<file path="config.mk">
export PLATFORM = sky130hd
export DESIGN_NAME = keypad_scanner
export DESIGN_NICKNAME = d
export VERILOG_FILES = /design/src/rtl/keypad_scanner.sv
export SDC_FILE = /design/constraint.sdc
export NUM_CORES = 1
export LEC_CHECK = 0
export ABC_CLOCK_PERIOD_IN_PS = 2600
export CAP_MARGIN = 5
export CORE_MARGIN = 1.5
export CORE_UTILIZATION = 27
export DETAILED_ROUTE_END_ITERATION = 7
export PLACE_DENSITY = 0.53
export SYNTH_ARGS = -nofsm -noshare
export SYNTH_HDL_FRONTEND = slang
export SYNTH_SLANG_ARGS = --single-unit
</file>
<file path="constraint.sdc">
create_clock -name clk -period 2.6 [get_ports clk]
set_clock_uncertainty 0.15 [all_clocks]
set_input_delay 0.39 -clock clk [delete_from_list [all_inputs] [get_ports clk]]
set_output_delay 0.39 -clock clk [all_outputs]
set_load 0.02 [all_outputs]
</file>
<file path="src/rtl/keypad_scanner.sv">
// 4x4 matrix keypad scanner: walks one active-low column at a time, samples
// the synchronized rows once per column dwell, debounces a single pressed key,
// reports its hex code with a one-cycle key_valid pulse and holds key_held
// until the release has been debounced.
module keypad_scanner #(
    parameter int SCAN_CYCLES     = 16,
    parameter int DEBOUNCE_CYCLES = 50000
) (
    input  logic       clk,
    input  logic       reset,
    input  logic [3:0] rows,
    output logic [3:0] cols,
    output logic [3:0] key,
    output logic       key_valid,
    output logic       key_held
);

    localparam int MAX_CYCLES = (SCAN_CYCLES > DEBOUNCE_CYCLES) ? SCAN_CYCLES : DEBOUNCE_CYCLES;
    localparam int CW         = $clog2(MAX_CYCLES) + 1;
    localparam logic [CW-1:0] SCAN_LAST = CW'(SCAN_CYCLES - 1);
    localparam logic [CW-1:0] DEB_LAST  = CW'(DEBOUNCE_CYCLES - 1);

    typedef enum logic [1:0] {
        ST_SCAN,
        ST_DEBOUNCE,
        ST_HELD,
        ST_RELEASE
    } state_t;

    state_t        state_q;
    logic [3:0]    rs_meta_q;
    logic [3:0]    rs_q;
    logic [1:0]    col_q;
    logic [1:0]    row_q;
    logic [3:0]    cols_q;
    logic [3:0]    key_q;
    logic          key_valid_q;
    logic          key_held_q;
    logic [CW-1:0] cnt_q;

    logic [CW-1:0] cnt_inc_d;
    logic [3:0]    cols_rot_d;
    logic [3:0]    row_pat_d;
    logic          one_low_d;
    logic [1:0]    row_idx_d;

    // Hex code for each (row, col) position of the keypad legend.
    function automatic logic [3:0] key_map(input logic [1:0] r, input logic [1:0] c);
        logic [3:0] code;
        case ({r, c})
            4'h0: code = 4'h1;
            4'h1: code = 4'h2;
            4'h2: code = 4'h3;
            4'h3: code = 4'hA;
            4'h4: code = 4'h4;
            4'h5: code = 4'h5;
            4'h6: code = 4'h6;
            4'h7: code = 4'hB;
            4'h8: code = 4'h7;
            4'h9: code = 4'h8;
            4'hA: code = 4'h9;
            4'hB: code = 4'hC;
            4'hC: code = 4'hE;
            4'hD: code = 4'h0;
            4'hE: code = 4'hF;
            default: code = 4'hD;
        endcase
        return code;
    endfunction

    // Saturating counter step, next column drive pattern and captured-row pattern.
    always_comb begin
        cnt_inc_d  = (cnt_q == {CW{1'b1}}) ? cnt_q : cnt_q + CW'(1);
        cols_rot_d = {cols_q[2:0], cols_q[3]};
        row_pat_d  = ~(4'b0001 << row_q);
    end

    // Decode "exactly one row low"; chords and idle both leave one_low_d clear.
    always_comb begin
        one_low_d = 1'b1;
        row_idx_d = 2'd0;
        case (rs_q)
            4'b1110: row_idx_d = 2'd0;
            4'b1101: row_idx_d = 2'd1;
            4'b1011: row_idx_d = 2'd2;
            4'b0111: row_idx_d = 2'd3;
            default: one_low_d = 1'b0;
        endcase
    end

    // Two-flop synchronizer for the asynchronous row lines (idle = all high).
    always_ff @(posedge clk or negedge reset) begin
        if (!reset) begin
            rs_meta_q <= 4'b1111;
            rs_q      <= 4'b1111;
        end else begin
            rs_meta_q <= rows;
            rs_q      <= rs_meta_q;
        end
    end

    // Scan / debounce / held / release controller with registered outputs.
    always_ff @(posedge clk or negedge reset) begin
        if (!reset) begin
            state_q     <= ST_SCAN;
            col_q       <= 2'd0;
            row_q       <= 2'd0;
            cols_q      <= 4'b1110;
            key_q       <= 4'h0;
            key_valid_q <= 1'b0;
            key_held_q  <= 1'b0;
            cnt_q       <= '0;
        end else begin
            key_valid_q <= 1'b0;
            case (state_q)
                ST_SCAN: begin
                    if (cnt_q >= SCAN_LAST) begin
                        cnt_q <= '0;
                        if (one_low_d) begin
                            // Keep this column driven while the press is qualified.
                            row_q   <= row_idx_d;
                            state_q <= ST_DEBOUNCE;
                        end else begin
                            col_q  <= col_q + 2'd1;
                            cols_q <= cols_rot_d;
                        end
                    end else begin
                        cnt_q <= cnt_inc_d;
                    end
                end
                ST_DEBOUNCE: begin
                    if (rs_q != row_pat_d) begin
                        // Bounce or glitch: resume dwelling on the same column.
                        cnt_q   <= '0;
                        state_q <= ST_SCAN;
                    end else if (cnt_q >= DEB_LAST) begin
                        cnt_q       <= '0;
                        key_q       <= key_map(row_q, col_q);
                        key_valid_q <= 1'b1;
                        key_held_q  <= 1'b1;
                        state_q     <= ST_HELD;
                    end else begin
                        cnt_q <= cnt_inc_d;
                    end
                end
                ST_HELD: begin
                    cnt_q <= '0;
                    if (rs_q == 4'b1111) begin
                        state_q <= ST_RELEASE;
                    end
                end
                ST_RELEASE: begin
                    if (rs_q != 4'b1111) begin
                        // Release bounce: key is still considered held.
                        cnt_q   <= '0;
                        state_q <= ST_HELD;
                    end else if (cnt_q >= DEB_LAST) begin
                        cnt_q      <= '0;
                        key_held_q <= 1'b0;
                        col_q      <= col_q + 2'd1;
                        cols_q     <= cols_rot_d;
                        state_q    <= ST_SCAN;
                    end else begin
                        cnt_q <= cnt_inc_d;
                    end
                end
                default: begin
                    cnt_q   <= '0;
                    state_q <= ST_SCAN;
                end
            endcase
        end
    end

    assign cols      = cols_q;
    assign key       = key_q;
    assign key_valid = key_valid_q;
    assign key_held  = key_held_q;

endmodule

</file>
==> metrics.txt, run 1 <==
ranking of synthesized cells by area=dfrtp_1 33%, dfstp_2 13%, mux2_2 4.5%; placed instance count=334; Logic pwr share=26.7%; Post-Synthesis Cells=219; CP required=2640 ps; DR WL/cell=13.0 µm; first-pass GRT wire length=7.70 mm; Clock transition at path regs=80 ps; Yosys reg bits=41; Hold Path Class=input pin to asynchronous set/reset pin; distinct cell type count after synthesis=57; n_diodes=0; Final Net Count=247; via count=1,683; first-pass iteration count of the detailed router=4; Synth area leader=dfrtp_1; CP Data Arrival Time=2520 ps; pre-CTS setup slack=66.8 ps; CP Capture Type=register; final worst path period share=95.4%; Top FF cell, synth=dfrtp_1; Post-DP HPWL=3.12 mm; Die Ht=94.7 µm; Std-Cell Rows=33; area post-placement=2550 µm²; FF-to-FF setup slack=120 ps; # hold bufs at CTS=0; Total Power=1.80 mW; Longest Clk Path Bufs=2; H-tree depth=2; final hold slack=69.5 ps; most common cell in the netlist=dfrtp_1; TNS Setup=0 ps; non-filler cells, final=342; most frequent cells after synthesis=30 x dfrtp_1, 19 x a21oi_1, 12 x nand2_1, 12 x nor2_1, 12 x o21ai_0; gr ovfl total=0; Leak=1.09 nW; pwr dens=678 nW/µm²; max-slew violations=0; Sw Share=32.0%; pin count of the biggest net entering global routing=42; critical-path maximum fanout=6; WS Path Type=register to register; DR iter-0 viols=103; Area Growth Syn to Fin=17.2%; Yosys top cell area share=33.1%; Syn Area/Cell=10.4 µm²; initial antenna violation count=0; max_slew headroom=39.8%; DR vias/cell=4.92; Post-synth ARST share=100%; TritonCTS buffer count=5; Hold Fails Final Rpt=0; Die ar.=8960 µm²; I/O Pins=16; share of cells above drive strength 1=20.3%; Reg power frac=44.5%; total of max-cap violations=0; fin util=32.5%; number of flops mapped to enable cells by yosys=0; core area=8180 µm²; Buffers on Ports=15; Finished Cell Area=2660 µm²; cell-internal power=1.22 mW; Final setup viols=0; CP startpoint kind=register; Initial Util=27.7%; Overall Global Routing Usage=11.2%; vias in the first global route=1,602; DRT antenna net count=0; CTS tree=built; post-synth net total=230; Max Clk Rate=0.403 GHz; Worst Tran Pin Value=903 ps; Ys Warns=0; Final Worst Setup Slack=119 ps; RSZ-0062 raised after global routing=false; outcome=completed; DRC Markers=0; Die Span X=94.7 µm; # clock sinks=41; drt total wl=4.46 mm; NetSw=0.577 mW; Clk Latency, worst-skew pair=300 ps; Seq/Total Area, Yosys=45.8%; min Tclk post-route=2480 ps; Clock Tree Root=clkbuf_8; synthesized area=2270 µm²; Clock power frac=28.8%; GP Congestion=0.769; Max rail drop VDD=0.269 mV
power groups by stage:
stage | clock network, mW | registers [mW] | logic [mW]
floorplan | 0 | 0.776 | 0.383
global placement | 0 | 0.811 | 0.474
detailed placement | 0 | 0.815 | 0.481
CTS | 0.537 | 0.802 | 0.485
global route | 0.568 | 0.816 | 0.543
finish | 0.518 | 0.803 | 0.481
per-layer routing:
| layer | track usage (%) | wire, µm | up-vias |
|---|---|---|---|
| met5 | 0 | 0 | - |
| met3 | 2.66 | 94 | 6 |
| met2 | 17.4 | 2050 | 15 |
| met4 | 4.85 | 87 | 0 |
| li1 | - | - | 841 |
| met1 | 14.7 | 2230 | 821 |
critical path, cell delays in order, from the launching register on:
cell and delay (ps):
dfrtp_1 420, or4_4 570, nor2_1 190, a211oi_4 140, a311oi_4 510, mux2_2 390
registers in the layout, indices dropped and copies added, names as in the netlist:
name,flops
col_q,2
key_held,1
state_q,2
row_q,2
rs_q,4
key,4
key_valid,1
cnt_q,17
cols,4
rs_meta_q,4
final cells by class:
| class | count | area, µm² |
|---|---|---|
| Clock buffer | 6 | 72.6 |
| Clock inverter | 2 | 38.8 |
| Fill cell | 872 | 5520 |
| Inverter | 7 | 26.3 |
| Multi-Input combinational cell | 159 | 1150 |
| Sequential cell | 41 | 1040 |
| Tap cell | 105 | 131 |
| Timing Repair Buffer | 22 | 198 |
worst paths after layout:
path                                    from        end  cells after the start
worst max-delay path               cnt_q[11]    cols[0]                      5
worst min-delay path                   reset   cnt_q[0]                      1
worst max register to register     cnt_q[11]    cols[0]                      5
worst min register to register  rs_meta_q[0]    rs_q[0]                      0
max in group asynchronous              reset  cnt_q[13]                      1
min in group clk                rs_meta_q[0]    rs_q[0]                      0
cell usage in the layout, fill, tap and decap left out, drive strengths merged, types with 3 or more instances in the layout:
cell / netlist / final
and3: 5 / 5
mux2: 9 / 9
dfstp: 11 / 11
dfrtp: 30 / 30
a22oi: 4 / 4
and4: 3 / 3
a211oi: 3 / 3
mux2i: 5 / 5
clkbuf: 8 / 6
clkdlybuf4s50: 0 / 14
xnor2: 9 / 9
xor2: 3 / 3
nand3: 8 / 8
ha: 5 / 5
nand2: 12 / 12
nor3: 5 / 5
nand4: 4 / 4
a21oi: 19 / 19
nor2: 12 / 12
a221oi: 3 / 3
buf: 4 / 8
or3: 6 / 6
o21ai: 13 / 13
a31oi: 3 / 3
inv: 7 / 7
kinds of logic (layout without fill, tap and decap cells):
kind of cell | count (synthesis) | in the layout | share of synthesized area [%]
adders and majority gates | 5 | 5 | 2.76
other | 1 | 1 | 0.165
AOI/OAI and AO/OA | 59 | 59 | 18.8
and+or+nand+nor | 68 | 68 | 17.8
buffers and inverters | 19 | 37 | 3.36
xor gates and xnor gates | 12 | 12 | 4.63
DFF | 41 | 41 | 45.8
muxes | 14 | 14 | 6.67
timing repair:
item                                    CTS  global route
endpoints found under the setup margin    0             4
buffers inserted                          0             0
resized for setup                         0             0
Note: power is estimated with default switching activity, not from simulation.
==> run 2, diff against run 1 <==
--- a/config.mk
+++ b/config.mk
@@ -5,12 +5,13 @@
 export SDC_FILE = /design/constraint.sdc
 export NUM_CORES = 1
 export LEC_CHECK = 0
-export ABC_CLOCK_PERIOD_IN_PS = 2600
 export CAP_MARGIN = 5
+export CELL_PAD_IN_SITES_DETAIL_PLACEMENT = 1
+export CELL_PAD_IN_SITES_GLOBAL_PLACEMENT = 2
 export CORE_MARGIN = 1.5
 export CORE_UTILIZATION = 27
 export DETAILED_ROUTE_END_ITERATION = 7
-export PLACE_DENSITY = 0.53
+export PLACE_DENSITY = 0.69
 export SYNTH_ARGS = -nofsm -noshare
 export SYNTH_HDL_FRONTEND = slang
 export SYNTH_SLANG_ARGS = --single-unit
==> run 2 against run 1 <==
  * Global-route usage increased by 1.1 points
  * Sequential power about the same
  * Worst setup slack improved by 15 ps
  * Maximum frequency increased by 0.61%
  * Utilization about the same
  * Clock-buffer cell count unchanged
  * Non-clock buffer count increased by 4
  * Final cell count increased by 1.2%
  * Hold slack about the same
  * Sequential share of layout area about the same
  * Flip-flop and latch count unchanged
  * First-iteration DRC count decreased by 57%
  * Critical path type unchanged
  * Critical endpoint is now key[0]
  * Largest cell class unchanged
  * Highest routed layer unchanged
==> metrics.txt, run 2 (same netlist as run 1, synthesis figures left out) <==
outcome=completed; GP Congestion=0.775 (+0.87%); area post-placement=2580 µm² (+1.2%); placed instance count=338 (+1.2%); max-slew violations=0 (unchanged); Final setup viols=0 (unchanged); Overall Global Routing Usage=12.3% (+1.1 points); first-pass iteration count of the detailed router=4 (unchanged); total of max-cap violations=0 (unchanged); H-tree depth=2 (unchanged); Buf/Inv on CP=0 (unchanged); worst r2r path cells=5 (unchanged); max FFs per register=17 (unchanged); Stages on worst setup path=5 (unchanged); Longest Clk Path Bufs=2 (unchanged); DR vias/cell=5.04 (+2.4%); Post-CTS Setup Bufs=0 (unchanged); CP startpoint kind=register; number of gates resized after cts=0 (unchanged); pre-CTS setup slack=84.4 ps (+17.6 ps); RSZ-0062 raised after global routing=false; Crit-path slowest cell=dfrtp_1; Initial Util=27.7% (unchanged); Die Span X=94.7 µm (unchanged); Hold Fails Final Rpt=0 (unchanged); share of cells above drive strength 1=21.6% (+1.3 points); Final Net Count=251 (+1.6%); core area=8180 µm² (unchanged); Top reg by flops=cnt_q; drt total wl=5.04 mm (+13%); Area Growth Syn to Fin=17.3% (about the same); Clk Latency, worst-skew pair=300 ps (about the same); Die ar.=8960 µm² (unchanged); Max rail drop VDD=0.157 mV (-42%); critical-path maximum fanout=7 (+1); CP required=2630 ps (about the same); final worst path period share=94.8% (-0.58 points); CP peak stage delay=450 ps (-120 ps); I/O Pins=16 (unchanged); Max Clk Rate=0.406 GHz (+0.61%); WS Path Type=register to register; Buffers on Ports=15 (unchanged); pwr dens=639 nW/µm² (-5.7%); Final Worst Setup Slack=134 ps (+15.0 ps); # clock sinks=41 (unchanged); Clock transition at path regs=80 ps (about the same); DR WL/cell=14.6 µm (+12%); TritonCTS buffer count=5 (unchanged); DRC Markers=0 (unchanged); DRT antenna net count=0 (unchanged); non-filler cells, final=346 (+1.2%); fin util=32.5% (about the same); Std-Cell Rows=33 (unchanged); CP top delay family=simple AND/OR/NAND/NOR gates; Finished Cell Area=2660 µm² (about the same); initial antenna violation count=0 (unchanged); max_slew headroom=38.9% (-0.95 points); Clock Tree Root=clkbuf_8; vias in the first global route=1,759 (+9.8%); Die Ht=94.7 µm (unchanged); first-pass GRT wire length=8.58 mm (+11%); pin count of the biggest net entering global routing=41 (-2.4%); DR iter-0 viols=44 (-57%); CP Capture Type=register; gr ovfl total=0 (unchanged); Post-DP HPWL=3.57 mm (+14%); CP Data Arrival Time=2500 ps (-20 ps); TNS Setup=0 ps (unchanged); CTS tree=built; min Tclk post-route=2470 ps (-15.0 ps); n_diodes=0 (unchanged); via count=1,744 (+3.6%); Leak=1.10 nW (+0.86%); commonest non-fill, non-tap cells in the layout=30 x dfrtp_1, 19 x a21oi_1, 14 x clkdlybuf4s50_1; fill cell count=934 (+7.1%); Worst Tran Pin Value=917 ps (+14.2 ps); CP cell instances=or3_4, o221a_2, a211oi_4, nand3b_2, mux2_2; # hold bufs at CTS=0 (unchanged); Hold Path Class=input pin to asynchronous set/reset pin; most common cell after layout, fill and taps aside=dfrtp_1
==> run 2: area by class of cell <==
type                       instances  area (µm²)  area share [%]
sequential                        41        1040            39.1
inverter                           7        26.3           0.988
multi-input combinational        159        1150            43.3
clock inverter                     2        10.0           0.376
tap                              105         131            4.94
clock buffer                       6        72.6            2.73
timing repair buffer              26         228            8.56
==> run 2: power breakdown <==
part           internal, mW  switching, mW  total [mW]  leakage, nW
clock network         0.186          0.223       0.409       0.0450
registers             0.708         0.0976       0.806        0.517
logic                 0.230          0.254       0.484        0.542
total                  1.12          0.575        1.70         1.10
==> run 2: through the flow <==
stage,hold WS [ps],total power [mW]
floorplan,-55.6,1.16
global placement,197,1.31
detailed placement,199,1.31
CTS,104,1.73
global route,126,1.84
finish,69.8,1.70
==> run 2: worst reg2reg max path: cells and delay by family, from the launching register on <==
family / cells / cell delay, ps
compound gates: 2 / 690
mux: 1 / 360
simple gates: 2 / 710
flops: 1 / 450
==> run 2: routing by layer <==
metal,global-route usage (%),wire length (µm),vias up
li1,-,-,847
met1,15.8,2470,874
met5,0,0,-
met4,4.10,70,0
met3,2.90,114,8
met2,20.2,2380,15
==> run 2: final timing paths <==
kind | start | end | slack [ps]
max | cnt_q[4] | key[0] | 130
min | reset | row_q[0] | 70
max reg2reg | cnt_q[4] | key[0] | 130
min reg2reg | rs_meta_q[2] | rs_q[2] | 210
max in group asynchronous | reset | cols[1] | 1550
min in group clk | rs_meta_q[2] | rs_q[2] | 210
==> run 3, diff against run 2 <==
--- a/config.mk
+++ b/config.mk
@@ -10,6 +10,7 @@
 export CELL_PAD_IN_SITES_GLOBAL_PLACEMENT = 2
 export CORE_MARGIN = 1.5
 export CORE_UTILIZATION = 27
+export CTS_CLUSTER_SIZE = 30
 export DETAILED_ROUTE_END_ITERATION = 7
 export PLACE_DENSITY = 0.69
 export SYNTH_ARGS = -nofsm -noshare
==> results of run 3 <==
Same layout as run 2: the final DEF is identical, and so are final timing and power.
==> patch 1 (settings of run 2) <==
Register the output `cols` once more, cleared by the reset; this adds one clock of latency there. The other outputs are not delayed to match.
--- a/src/rtl/keypad_scanner.sv
+++ b/src/rtl/keypad_scanner.sv
@@ -172,7 +172,13 @@
         end
     end
 
-    assign cols      = cols_q;
+    always_ff @(posedge clk or negedge reset) begin
+        if (!reset) begin
+            cols <= '0;
+        end else begin
+            cols <= cols_q;
+        end
+    end
     assign key       = key_q;
     assign key_valid = key_valid_q;
     assign key_held  = key_held_q;
Check against the original RTL: not equivalent (a bounded check fails within 4 cycles, from zero or initial values and one cycle with reset low).
==> patch 1 against run 2 <==
- total power grew 11%
- synthesized area shrank 0.61%
- first-iteration DRC count grew to 3.5 times the old value
- largest cell class is now registers
- critical path depth is the same
- largest power group unchanged
- wire length shrank 4.2%
- synthesized cell count is the same
- final cell count grew 0.29%
- sequential cell count grew 4
- setup slack gained 0.058 ns
- final area grew 0.75%
==> patch 1: results (changes against run 2) <==
[worst_setup_path]
crit_start=rs_q[3]$_DFF_PN1_
crit-reg2reg-capture=key[3]$_DFFE_PN0P_
slowest_delay_ns=0.54  ; +0.09 ns
arrival_ns=2.45  ; -0.05 ns
crit_fanout=5  ; -2
slowest_stage=dfstp_2
rrSetupSlack_ns=0.19  ; +0.06 ns

[global_routing]
grt_first_pass_wirelength_um=8320  ; -3.1%
grt_max_degree=46  ; +12%
grt_pass1_vias=1673  ; -4.9%
grt_usage_pct=12.0  ; -0.33 points

[cts]
htreeDepth=2  ; unchanged
cts_setup_buffers=0  ; unchanged

[yosys]
yosysSeqAreaShare_pct=50.6  ; +4.7 points
synthAdderAreaFrac_pct=2.77  ; +0.017 points
syn_area_per_cell_um2=10.3  ; -0.61%
synth_compound_area_share_pct=12.2  ; -6.6 points
ys_warn_count=0  ; unchanged
synth.area.mux_share_pct=6.71  ; +0.041 points
synth_area_leaders=dfrtp_1 (38%), dfstp_2 (13%), mux2_2 (4.5%)
synth_xor_area_share_pct=5.44  ; +0.81 points
synth_common_cells=dfrtp_1 (34), nor2_1 (26), nand2_1 (15), dfstp_2 (11), o21ai_0 (11)
synth_cell_types=46  ; -19%

[final_layout]
finalNetCount=252  ; +0.40%
drive_above_1_share_pct=19.8  ; -1.7 points
n_fill_cell=929  ; -0.54%
diodes=0  ; unchanged

[route]
highest_layer=met4
wirelength_um=4830  ; -4.2%
route.met3.wl_um=69  ; -39%
vias_per_cell=4.76  ; -5.6%
drt_iter0_drc=155  ; +250%
wl_met1_um=2520  ; +2.2%
route.met2.wl_um=2150  ; -9.8%
wire_per_inst_um=13.9  ; -4.5%

[power]
p_leak_nw=1.14  ; +3.6%
peakVddDrop_uv=284  ; +81%
switching_share_pct=32.1  ; -1.8 points

[run_status]
outcome=finished clean

[placement]
dp_hpwl_um=3430  ; -4.0%
placed_cells=339  ; +0.30%
gp_congestion=0.705  ; -9.1%

[timing]
holdWs_ns=0.0118  ; -0.0580 ns
slew_headroom_pct=61.9  ; +23 points

==> patch 1: cell types whose count changed after synthesis, sizes merged, moves of 3 or more <==
cell | run 2 | this run
nand2 | 12 | 15
dfrtp | 30 | 34
nor2 | 12 | 26
or3 | 6 | 1
a21oi | 19 | 9
xor2 | 3 | 7
a22oi | 4 | 0
==> patch 1: area by class of cell <==
| cell class | instances | area (um^2) | share of cell area (%) |
|---|---|---|---|
| flip-flops and latches | 45 | 1140 | 42.5 |
| multi-input cells | 157 | 1050 | 39.2 |
| repair buffers | 26 | 228 | 8.50 |
| well taps | 105 | 131 | 4.90 |
| clock buffers | 6 | 93.8 | 3.50 |
| inverters | 6 | 22.5 | 0.840 |
| clock inverters | 2 | 15.0 | 0.560 |
==> patch 1: power groups by stage <==
stage | Sequential, mW | Clock (mW) | Combinational, mW
6_report | 0.885 | 0.501 | 0.504
5_1_grt | 0.904 | 0.547 | 0.564
4_1_cts | 0.890 | 0.522 | 0.515
3_5_place_dp | 0.903 | 0 | 0.511
3_3_place_gp | 0.902 | 0 | 0.506
2_1_floorplan | 0.897 | 0 | 0.323
==> patch 1: kinds of logic after synthesis <==
family	after synthesis
flip-flops	45
other	1
buffers and inverters	17
AO/OA/AOI/OAI	42
AND/OR/NAND/NOR	81
multiplexers	14
XOR/XNOR	14
adder cells (fa/ha/maj)	5
==> patch 1: per-layer routing <==
metal | global-route usage [%] | up-vias
met2 | 17.0 | 12
met1 | 17.9 | 815
met5 | 0 | -
met4 | 5.60 | 0
met3 | 1.45 | 5
li1 | - | 819
==> patch 1: worst reg2reg max path: stages, from the launching register on <==
cell,delay (ns)
dfstp_2,0.54
or3b_2,0.45
a21oi_1,0.23
o221ai_1,0.18
nor2_1,0.36
mux2_2,0.39
==> patch 1: how the worst max path moves through the flow <==
stage	to	depth (start not counted)
floorplan	col_q[1]$_DFFE_PN0P_	7
CTS	cols_q[0]$_DFFE_PN0P_	6
global placement	cols_q[0]$_DFFE_PN0P_	6
global route	key[3]$_DFFE_PN0P_	7
detailed placement	col_q[1]$_DFFE_PN0P_	6
finish	key[3]$_DFFE_PN0P_	5
==> patch 1: stage by stage <==
step                      cell area [um^2]  setup slack, ns
final                                 2680            0.192
after global routing                  2680          0.00663
after CTS                             2680            0.116
after detailed placement              2570            0.128
after global placement                2570            0.162
after floorplan                       2250            0.181
==> patch 2 (flow settings as in run 2) <==
Made on the original files. `SCAN_CYCLES`: 16 -> 32.
--- a/src/rtl/keypad_scanner.sv
+++ b/src/rtl/keypad_scanner.sv
@@ -3,7 +3,7 @@
 // reports its hex code with a one-cycle key_valid pulse and holds key_held
 // until the release has been debounced.
 module keypad_scanner #(
-    parameter int SCAN_CYCLES     = 16,
+    parameter int SCAN_CYCLES     = 32,
     parameter int DEBOUNCE_CYCLES = 50000
 ) (
     input  logic       clk,
Check against the original RTL: no difference found for any inputs over 10 cycles, from zero or initial values and one cycle with reset low; that may be too few to reach the edited logic, so the function may still have changed.
==> patch 2 against run 2 <==
- largest power group unchanged
- wire length is 4.7% lower
- total power rose by 4.5%
- critical path type unchanged
- critical endpoint is now cols[0]$_DFFE_PN0P_
- synthesized area shrank 2.6%
- final cell count grew 0.87%
- maximum frequency decreased by 2.0%
- setup slack got worse by 0.051 ns
- final area down 0.23%
- sequential cell count did not move
- hold slack better by 0.0053 ns
==> patch 2: results (changes against run 2) <==
[final_layout]
utilization_pct=34.0  ; +1.5 points
areaGrowthSynthToFinish_pct=20.2
multi_input_area_um2=1060  ; -7.8%
fin_cells=349  ; +0.87%
clkbuf_count=5  ; -1
finalNetCount=257  ; +2.4%
n_all_buffers=37  ; +42%
multi_input_gates=155  ; -2.5%
drive_above_1_share_pct=26.3  ; +4.7 points

[global_routing]
use_met3_pct=2.68  ; -0.22 points
grt_max_degree=42  ; +2.4%
grt_first_pass_wirelength_um=8200  ; -4.5%
grt_pass1_vias=1705  ; -3.1%
grtUsageMet2_pct=21.7  ; +1.4 points
grt_use_met1_pct=14.1  ; -1.7 points

[power]
peakVddDrop_uv=164  ; +4.9%
p_leak_nw=1.12  ; +1.8%
combPwrFrac_pct=30.3  ; +1.8 points

[worst_setup_path]
crit_fanout=6  ; -1
ff2ff_path_depth=7  ; +2
crit-reg2reg-capture=cols[0]$_DFFE_PN0P_
slowest_stage=or4_4
arrival_ns=2.55  ; +0.05 ns
crit_start=cnt_q[10]$_DFF_PN0_
rrSetupSlack_ns=0.08  ; -0.05 ns

[timing]
period_needed_ns=2.52  ; +0.0513 ns
holdWs_ns=0.0751  ; +0.00534 ns

[floorplan]
die_x_um=93.4  ; -1.3%

[yosys]
syn_area_per_cell_um2=10.3  ; -0.37%
yosysSeqAreaShare_pct=47.1  ; +1.2 points
synth_cell_types=49  ; -14%

[placement]
placed_cells=339  ; +0.30%
gp_congestion=0.758  ; -2.3%

[route]
vias_per_cell=4.71  ; -6.5%
wirelength_um=4800  ; -4.7%
drt_iter0_drc=11  ; -75%

[run_status]
outcome=finished clean

## patch 2: cell count changes after synthesis, sizes merged, moves of 5 or more
cell	before	now
a21oi	19	7
nand2	12	17
nor2	12	30
o21ai	13	5
or3	6	0
xor2	3	10
## patch 2: kinds of logic (layout without fill, tap and decap cells)
| family | Yosys count | count (layout) | share of synthesized area (%) |
|---|---|---|---|
| flip-flops | 41 | 41 | 47.1 |
| multiplexers | 14 | 14 | 6.91 |
| XOR/XNOR | 17 | 17 | 6.74 |
| buffers and inverters | 18 | 51 | 5.10 |
| AND/OR/NAND/NOR | 87 | 87 | 21.1 |
| AO/OA/AOI/OAI | 30 | 30 | 9.63 |
| other | 1 | 1 | 0.170 |
| adder cells (fa/ha/maj) | 6 | 6 | 3.29 |
## patch 2: metal layers
metal / up-vias / part of all wire, %
met4: 0 / 1.2
met3: 6 / 2.0
met2: 12 / 52
met5: - / 0
met1: 819 / 45
li1: 808 / -
